--- config.mk ---
export PLATFORM = sky130hd
export DESIGN_NAME = err_ctrl_sequencer_flat
export DESIGN_NICKNAME = d
export VERILOG_FILES = /design/src/rtl/err_inj_pkg.sv /design/src/rtl/err_ctrl_sequencer_if.sv /design/src/rtl/err_dwell_counter.sv /design/src/rtl/err_ctrl_sequencer.sv /design/src/flat_wrapper.sv
export SDC_FILE = /design/constraint.sdc
export NUM_CORES = 1
export LEC_CHECK = 0
export CORE_ASPECT_RATIO = 0.6
export CORE_UTILIZATION = 60
export CTS_BUF_LIST = sky130_fd_sc_hd__clkbuf_8
export CTS_CLUSTER_SIZE = 24
export DETAILED_ROUTE_END_ITERATION = 10
export GPL_ROUTABILITY_DRIVEN = 0
export GPL_TIMING_DRIVEN = 0
export PLACE_DENSITY = 0.88
export SLEW_MARGIN = 20
export SYNTH_ARGS = -nofsm -noshare
export SYNTH_HDL_FRONTEND = slang
export SYNTH_SLANG_ARGS = --single-unit
--- constraint.sdc ---
create_clock -name clk -period 4.7 [get_ports clk]
set_clock_uncertainty 0.2 [all_clocks]
set_input_delay 0.705 -clock clk [delete_from_list [all_inputs] [get_ports clk]]
set_output_delay 0.705 -clock clk [all_outputs]
set_load 0.01 [all_outputs]
--- src/rtl/err_inj_pkg.sv ---
// Shared definitions for the error-injection tree: sequencer state encoding
// and the default widths the splitters decode against.
package err_inj_pkg;

    localparam int CTRLW  = 8;
    localparam int DWELLW = 16;
    localparam int GAPW   = 16;

    typedef enum logic [1:0] {
        ST_IDLE   = 2'd0,
        ST_INJECT = 2'd1,
        ST_GAP    = 2'd2
    } seq_state_e;

    function automatic int max_w(input int a, input int b);
        return (a > b) ? a : b;
    endfunction

endpackage

--- src/rtl/err_ctrl_sequencer_if.sv ---
// Host-side control/status bundle of the error-injection sequencer, including
// the err_en/err_ctrl bus that fans out to the splitters.
interface err_ctrl_sequencer_if #(
    parameter int CTRLW  = err_inj_pkg::CTRLW,
    parameter int DWELLW = err_inj_pkg::DWELLW,
    parameter int GAPW   = err_inj_pkg::GAPW
);
    import err_inj_pkg::*;

    logic [CTRLW-1:0]  cfg_start_code;
    logic [CTRLW-1:0]  cfg_end_code;
    logic [DWELLW-1:0] cfg_dwell;
    logic [GAPW-1:0]   cfg_gap;
    logic              cfg_loop;
    logic              start;
    logic              abort;
    logic              hold;
    logic              busy;
    logic              done;
    logic              cfg_err;
    logic              err_en;
    logic [CTRLW-1:0]  err_ctrl;

    modport master (
        output cfg_start_code, cfg_end_code, cfg_dwell, cfg_gap, cfg_loop,
        output start, abort, hold,
        input  busy, done, cfg_err, err_en, err_ctrl
    );

    modport slave (
        input  cfg_start_code, cfg_end_code, cfg_dwell, cfg_gap, cfg_loop,
        input  start, abort, hold,
        output busy, done, cfg_err, err_en, err_ctrl
    );

endinterface

--- src/rtl/err_dwell_counter.sv ---
// Loadable down-counter timing both the per-code dwell and the inter-code gap.
// Load wins over enable; the count saturates at zero.
module err_dwell_counter #(
    parameter int W = 16
) (
    input  logic         clk,
    input  logic         rst_n,
    input  logic         load,
    input  logic [W-1:0] load_val,
    input  logic         en,
    output logic         last
);

    logic [W-1:0] count;

    always_ff @(posedge clk or negedge rst_n) begin
        if (!rst_n) begin
            count <= '0;
        end else if (load) begin
            count <= load_val;
        end else if (en && (count != '0)) begin
            count <= count - W'(1);
        end
    end

    assign last = (count <= W'(1));

endmodule

--- src/rtl/err_ctrl_sequencer.sv ---
// Error-injection campaign sequencer: walks err_ctrl over a shadowed code range,
// holding err_en for a dwell per code with optional idle gaps and looping.
module err_ctrl_sequencer #(
    parameter int CTRLW  = err_inj_pkg::CTRLW,
    parameter int DWELLW = err_inj_pkg::DWELLW,
    parameter int GAPW   = err_inj_pkg::GAPW
) (
    input logic                 clk,
    input logic                 rst_n,
    err_ctrl_sequencer_if.slave bus
);
    import err_inj_pkg::*;

    localparam int CNTW = max_w(DWELLW, GAPW);

    seq_state_e       state;
    logic [CTRLW-1:0] code;
    logic             busy_r, done_r, cfg_err_r, err_en_r;

    logic [CTRLW-1:0] start_sh, end_sh;
    logic [CNTW-1:0]  dwell_sh, gap_sh;
    logic             loop_sh;

    logic             accept, launch, reject, expire, at_end;
    logic [CTRLW-1:0] next_code;
    logic [CNTW-1:0]  cfg_dwell1, load_val;
    logic             cnt_load, cnt_en, cnt_last;

    always_comb begin
        cfg_dwell1 = CNTW'(bus.cfg_dwell);
        if (bus.cfg_dwell == '0) cfg_dwell1 = CNTW'(1);

        accept    = (state == ST_IDLE) && bus.start && !bus.abort;
        launch    = accept && (bus.cfg_start_code <= bus.cfg_end_code);
        reject    = accept && (bus.cfg_start_code >  bus.cfg_end_code);
        expire    = (state != ST_IDLE) && !bus.abort && !bus.hold && cnt_last;
        // Compare before incrementing so an end code of all-ones never wraps.
        at_end    = (code == end_sh);
        next_code = at_end ? start_sh : code + CTRLW'(1);

        cnt_en   = (state != ST_IDLE) && !bus.hold;
        cnt_load = 1'b0;
        load_val = dwell_sh;
        if (launch) begin
            cnt_load = 1'b1;
            load_val = cfg_dwell1;
        end else if (expire) begin
            cnt_load = 1'b1;
            if ((state == ST_INJECT) && (gap_sh != '0) && (!at_end || loop_sh))
                load_val = gap_sh;
        end
    end

    err_dwell_counter #(.W(CNTW)) u_cnt (
        .clk      (clk),
        .rst_n    (rst_n),
        .load     (cnt_load),
        .load_val (load_val),
        .en       (cnt_en),
        .last     (cnt_last)
    );

    // Shadow configuration is plain data, captured only on an accepted start.
    always_ff @(posedge clk) begin
        if (accept) begin
            start_sh <= bus.cfg_start_code;
            end_sh   <= bus.cfg_end_code;
            dwell_sh <= cfg_dwell1;
            gap_sh   <= CNTW'(bus.cfg_gap);
            loop_sh  <= bus.cfg_loop;
        end
    end

    always_ff @(posedge clk or negedge rst_n) begin
        if (!rst_n) begin
            state     <= ST_IDLE;
            code      <= '0;
            busy_r    <= 1'b0;
            done_r    <= 1'b0;
            cfg_err_r <= 1'b0;
            err_en_r  <= 1'b0;
        end else begin
            done_r    <= 1'b0;
            cfg_err_r <= 1'b0;
            if (bus.abort) begin
                state    <= ST_IDLE;
                busy_r   <= 1'b0;
                err_en_r <= 1'b0;
            end else begin
                case (state)
                    ST_IDLE: begin
                        if (launch) begin
                            state    <= ST_INJECT;
                            busy_r   <= 1'b1;
                            err_en_r <= 1'b1;
                            code     <= bus.cfg_start_code;
                        end else if (reject) begin
                            cfg_err_r <= 1'b1;
                        end
                    end
                    ST_INJECT: begin
                        if (bus.hold) begin
                            err_en_r <= 1'b0;
                        end else if (cnt_last) begin
                            if (at_end && !loop_sh) begin
                                state    <= ST_IDLE;
                                busy_r   <= 1'b0;
                                err_en_r <= 1'b0;
                                done_r   <= 1'b1;
                            end else if (gap_sh != '0) begin
                                state    <= ST_GAP;
                                err_en_r <= 1'b0;
                            end else begin
                                code     <= next_code;
                                err_en_r <= 1'b1;
                            end
                        end else begin
                            err_en_r <= 1'b1;
                        end
                    end
                    ST_GAP: begin
                        if (!bus.hold && cnt_last) begin
                            state    <= ST_INJECT;
                            code     <= next_code;
                            err_en_r <= 1'b1;
                        end
                    end
                    default: begin
                        state    <= ST_IDLE;
                        busy_r   <= 1'b0;
                        err_en_r <= 1'b0;
                    end
                endcase
            end
        end
    end

    assign bus.busy     = busy_r;
    assign bus.done     = done_r;
    assign bus.cfg_err  = cfg_err_r;
    assign bus.err_en   = err_en_r;
    assign bus.err_ctrl = code;

endmodule

--- src/flat_wrapper.sv ---
// flat-port wrapper written by rule: the top's interface ports become plain ports
module err_ctrl_sequencer_flat import err_inj_pkg::*;
#(
    parameter int CTRLW  = err_inj_pkg::CTRLW,
    parameter int DWELLW = err_inj_pkg::DWELLW,
    parameter int GAPW   = err_inj_pkg::GAPW
)
  (clk, rst_n, bus_cfg_start_code, bus_cfg_end_code, bus_cfg_dwell, bus_cfg_gap, bus_cfg_loop, bus_start, bus_abort, bus_hold, bus_busy, bus_done, bus_cfg_err, bus_err_en, bus_err_ctrl);
  err_ctrl_sequencer_if #(.CTRLW(CTRLW), .DWELLW(DWELLW), .GAPW(GAPW)) bus_i ();
  input logic clk;
  input logic rst_n;
  input wire logic [$bits(bus_i.cfg_start_code)-1:0] bus_cfg_start_code;
  input wire logic [$bits(bus_i.cfg_end_code)-1:0] bus_cfg_end_code;
  input wire logic [$bits(bus_i.cfg_dwell)-1:0] bus_cfg_dwell;
  input wire logic [$bits(bus_i.cfg_gap)-1:0] bus_cfg_gap;
  input wire logic [$bits(bus_i.cfg_loop)-1:0] bus_cfg_loop;
  input wire logic [$bits(bus_i.start)-1:0] bus_start;
  input wire logic [$bits(bus_i.abort)-1:0] bus_abort;
  input wire logic [$bits(bus_i.hold)-1:0] bus_hold;
  output wire logic [$bits(bus_i.busy)-1:0] bus_busy;
  output wire logic [$bits(bus_i.done)-1:0] bus_done;
  output wire logic [$bits(bus_i.cfg_err)-1:0] bus_cfg_err;
  output wire logic [$bits(bus_i.err_en)-1:0] bus_err_en;
  output wire logic [$bits(bus_i.err_ctrl)-1:0] bus_err_ctrl;
  assign bus_i.cfg_start_code = bus_cfg_start_code;
  assign bus_i.cfg_end_code = bus_cfg_end_code;
  assign bus_i.cfg_dwell = bus_cfg_dwell;
  assign bus_i.cfg_gap = bus_cfg_gap;
  assign bus_i.cfg_loop = bus_cfg_loop;
  assign bus_i.start = bus_start;
  assign bus_i.abort = bus_abort;
  assign bus_i.hold = bus_hold;
  assign bus_busy = bus_i.busy;
  assign bus_done = bus_i.done;
  assign bus_cfg_err = bus_i.cfg_err;
  assign bus_err_en = bus_i.err_en;
  assign bus_err_ctrl = bus_i.err_ctrl;
  err_ctrl_sequencer #(.CTRLW(CTRLW), .DWELLW(DWELLW), .GAPW(GAPW)) u_core (.clk(clk), .rst_n(rst_n), .bus(bus_i));
endmodule
==> results_dict.tcl <==
set metrics [dict create \
    crit_slowest_cell "nor3_2" \
    post-route-period-util 0.744 \
    path_cells "clkdlybuf4s50_1, inv_1, ha_1, nor2b_1, o211ai_1, a211oi_1, nor3_2, o221ai_2, mux2_2" \
    portBuffers 64 \
    finalWirelength_mm 11.2 \
    cp_max_fo 10 \
    first_iter_violations 474 \
    nNetsFinal 522 \
    cp_top_family "compound AO/OA/AOI/OAI gates" \
    syn_nets 446 \
    grt_antenna_before_repair 0 \
    syn2layout_area_growth_pct 22.1 \
    final_antenna_net_count 0 \
    grt_max_degree 35 \
    cts_hold_buf 0 \
    final_cells 544 \
    cts_inserted_buffers 9 \
    grt_use_total 0.310 \
    drt-wirelength-per-cell_um 20.6 \
    core_sq_um 6760 \
    synth.distinct_cells 60 \
    dp_cells 528 \
    outcome "finished, final reports clean" \
    die_w_um 111 \
    p_per_area_nw_per_um2 503 \
    grt_overflow_total 0 \
    cp.buffers_inverters 2 \
    num_vias 3516 \
    max_freq_mhz 286 \
    maxSlewHeadroom 0.250 \
    synthCells 376 \
    layout-drive-gt1-share 0.127 \
    netlist_area_sq_um 4260 \
    multi_input_area_sq_um 1840 \
    clock_sinks 79 \
    fillers 427 \
    yosysSeqAreaShare 0.521 \
    maxSlewViolCount 0 \
    initial_utilization 0.630 \
    cts_resized 0 \
    dpl.hpwl_mm 8.11 \
    cp_slowest_stage_delay_ns 0.65 \
    pin_count 66 \
    endpoint_kind "flop" \
    peakVddDrop_uv 251 \
    required_ns 4.75 \
    cts_root_buffer "clkbuf_8" \
    post_cts_buffers 0 \
    fp.dieH_um 67.3 \
    drv_cap 0 \
    rsz0062_at_grt "false" \
    worstMarginPinSlew_ns 1.11 \
    cts_tree "built" \
    clk_pin_slew_ns 0.09 \
    grt_pass1_vias 3304 \
    critPathKind "primary input to flop" \
    die-area_sq_um 7450 \
    via_per_inst 6.46 \
    clockBufferDepth 2 \
    n_antenna_cell 0 \
    finalSetupTns_ns 0 \
    avgSynthCellArea_sq_um 11.3 \
    hold_viol 0 \
    worstPathArrival_ns 3.55 \
    min_period_ns 3.50 \
    holdWs_ns 0.189 \
    finalSetupViolCount 0 \
    leakagePower_uw 0.00201 \
    yosysWarnings 0 \
    ys_async_sr_fraction 0.380 \
    synth_edf_count 49 \
    final-seq-area_sq_um 2220 \
    clk_latency_ns 0.37 \
    drt-pass1-iter-count 6 \
    ys.flop_type "edfxtp_1" \
    ys_ff_latch 79 \
    drc 0 \
    cp-start-kind "primary input" \
    grt_pass1_wl_mm 17.1 \
    hold_path_class "primary input to async pin" \
    htree_levels 3 \
    row_count 23 \
]
## kinds of logic (layout without fill, tap and decap cells)
logic type               Yosys count  in the layout  synth area share
AO/OA/AOI/OAI                     80             80             0.131
XOR/XNOR                          18             18            0.0370
adder cells (fa/ha/maj)           16             16            0.0470
buffers and inverters             46            127            0.0458
flip-flops                        79             79             0.521
multiplexers                      34             34            0.0863
AND/OR/NAND/NOR                  103            103             0.131
## cells in the mapped netlist (2+ instances only)
| cell | n | area (sq um) |
|---|---|---|
| edfxtp_1 | 49 | 1470 |
| dfrtp_1 | 30 | 751 |
| nor2_1 | 28 | 105 |
| a21oi_1 | 22 | 110 |
| mux2_2 | 22 | 248 |
| clkbuf_1 | 20 | 75.1 |
| inv_1 | 18 | 67.6 |
| ha_1 | 16 | 200 |
| nand2_1 | 14 | 52.6 |
| mux2i_1 | 12 | 120 |
| xnor2_1 | 12 | 105 |
| a22oi_1 | 11 | 82.6 |
| nand3_1 | 11 | 55.1 |
| nor4_1 | 10 | 62.6 |
| o21ai_0 | 10 | 50.1 |
| nor3_1 | 8 | 40.0 |
| and3_1 | 6 | 37.5 |
| nand4_1 | 6 | 37.5 |
| xor2_1 | 6 | 52.6 |
| nand2b_1 | 4 | 25.0 |
| o211ai_1 | 4 | 30.0 |
| a211oi_1 | 3 | 22.5 |
| a31oi_1 | 3 | 18.8 |
| buf_2 | 3 | 15.0 |
| buf_4 | 3 | 22.5 |
| o21a_1 | 3 | 22.5 |
| o31ai_1 | 3 | 22.5 |
| a211o_1 | 2 | 17.5 |
| a22o_1 | 2 | 17.5 |
| nor2b_1 | 2 | 12.5 |
| nor3_2 | 2 | 20.0 |
| or2_2 | 2 | 12.5 |
| or3_1 | 2 | 12.5 |
## worst reg2reg max path, delay by kind of cell (launching register included)
kind | cells | cell delay, ns
AO/OA/AOI/OAI | 2 | 0.77
XOR/XNOR | 1 | 0.30
buffers and inverters | 1 | 0.24
flip-flops | 1 | 0.47
multiplexers | 1 | 0.41
AND/OR/NAND/NOR | 3 | 0.66
## area by class of cell
| cell class | count | share of cell area |
|---|---|---|
| Sequential cell | 79 | 0.427 |
| Multi-Input combinational cell | 251 | 0.354 |
| Buffer | 28 | 0.0245 |
| Tap cell | 87 | 0.0209 |
| Clock inverter | 7 | 0.0103 |
| Timing Repair Buffer | 65 | 0.126 |
| Inverter | 18 | 0.0130 |
| Clock buffer | 9 | 0.0238 |
## layout by cell type, fill, tap and decap left out, types with 2 or more instances in the layout
master           Yosys  layout
clkdlybuf4s50_1      0      63
edfxtp_1            49      49
dfrtp_1             30      30
nor2_1              28      28
a21oi_1             22      22
mux2_2              22      22
clkbuf_1            20      20
inv_1               18      17
ha_1                16      16
nand2_1             14      14
xnor2_1             12      12
mux2i_1             12      12
nand3_1             11      11
a22oi_1             11      11
nor4_1              10      10
o21ai_0             10      10
clkbuf_8             0       9
nor3_1               8       8
nand4_1              6       6
xor2_1               6       6
and3_1               6       6
o211ai_1             4       4
buf_2                3       4
nand2b_1             4       4
a211oi_1             3       3
buf_4                3       3
a31oi_1              3       3
o31ai_1              3       3
o21a_1               3       3
inv_6                0       3
clkinvlp_4           0       3
nor2b_1              2       2
nor3_2               2       2
or3_1                2       2
or2_2                2       2
a211o_1              2       2
a22o_1               2       2
## routing by layer
metal,share of wire,track usage,up-vias
li1,-,-,1550
met1,0.44,0.438,1703
met2,0.44,0.454,229
met3,0.11,0.0826,34
met4,0.020,0.135,0
met5,0,0,-
## power by group
part           switching (uW)  internal [uW]  leakage [uW]
logic                     551            509       0.00109
registers                 174            905      0.000835
clock network             280            196     0.0000827
total                    1010           1610       0.00201
## through the flow
stage | total power (uW) | utilization | instance area, sq um | worst slack [ns]
finish | 2620 | 0.769 | 5200 | 1.20
global route | 2740 | 0.769 | 5200 | 1.07
CTS | 2590 | 0.769 | 5200 | 1.26
detailed placement | 2110 | 0.743 | 5030 | 0.872
global placement | 2040 | 0.741 | 5010 | 0.944
floorplan | 1750 | - | 4260 | 1.99
## registers in the layout, summed over array words and instances (netlist names), 2 cells and up
name / flops
u_core.end_sh: 8
u_core.state: 2
u_core.u_cnt.count: 16
u_core.gap_sh: 16
u_core.start_sh: 8
u_core.dwell_sh: 16
u_core.bus.err_ctrl: 8
## path summary, 6_finish.rpt
| path | from | endpoint | slack [ns] | cells after the start |
|---|---|---|---|---|
| max in group asynchronous | rst_n | u_core.state[1] | 3.62 | 1 |
| setup reg to reg | u_core.bus.err_ctrl[0] | u_core.bus.err_ctrl[2] | 1.53 | 8 |
| hold reg to reg | u_core.u_cnt.count[12] | u_core.u_cnt.count[12] | 0.34 | 1 |
| min in group clk | u_core.u_cnt.count[12] | u_core.u_cnt.count[12] | 0.34 | 1 |
| hold / removal | rst_n | u_core.u_cnt.count[13] | 0.19 | 1 |
| setup / recovery | bus_cfg_end_code[1] | u_core.bus.err_ctrl[2] | 1.20 | 9 |
Power figures use the tool's default switching activity.
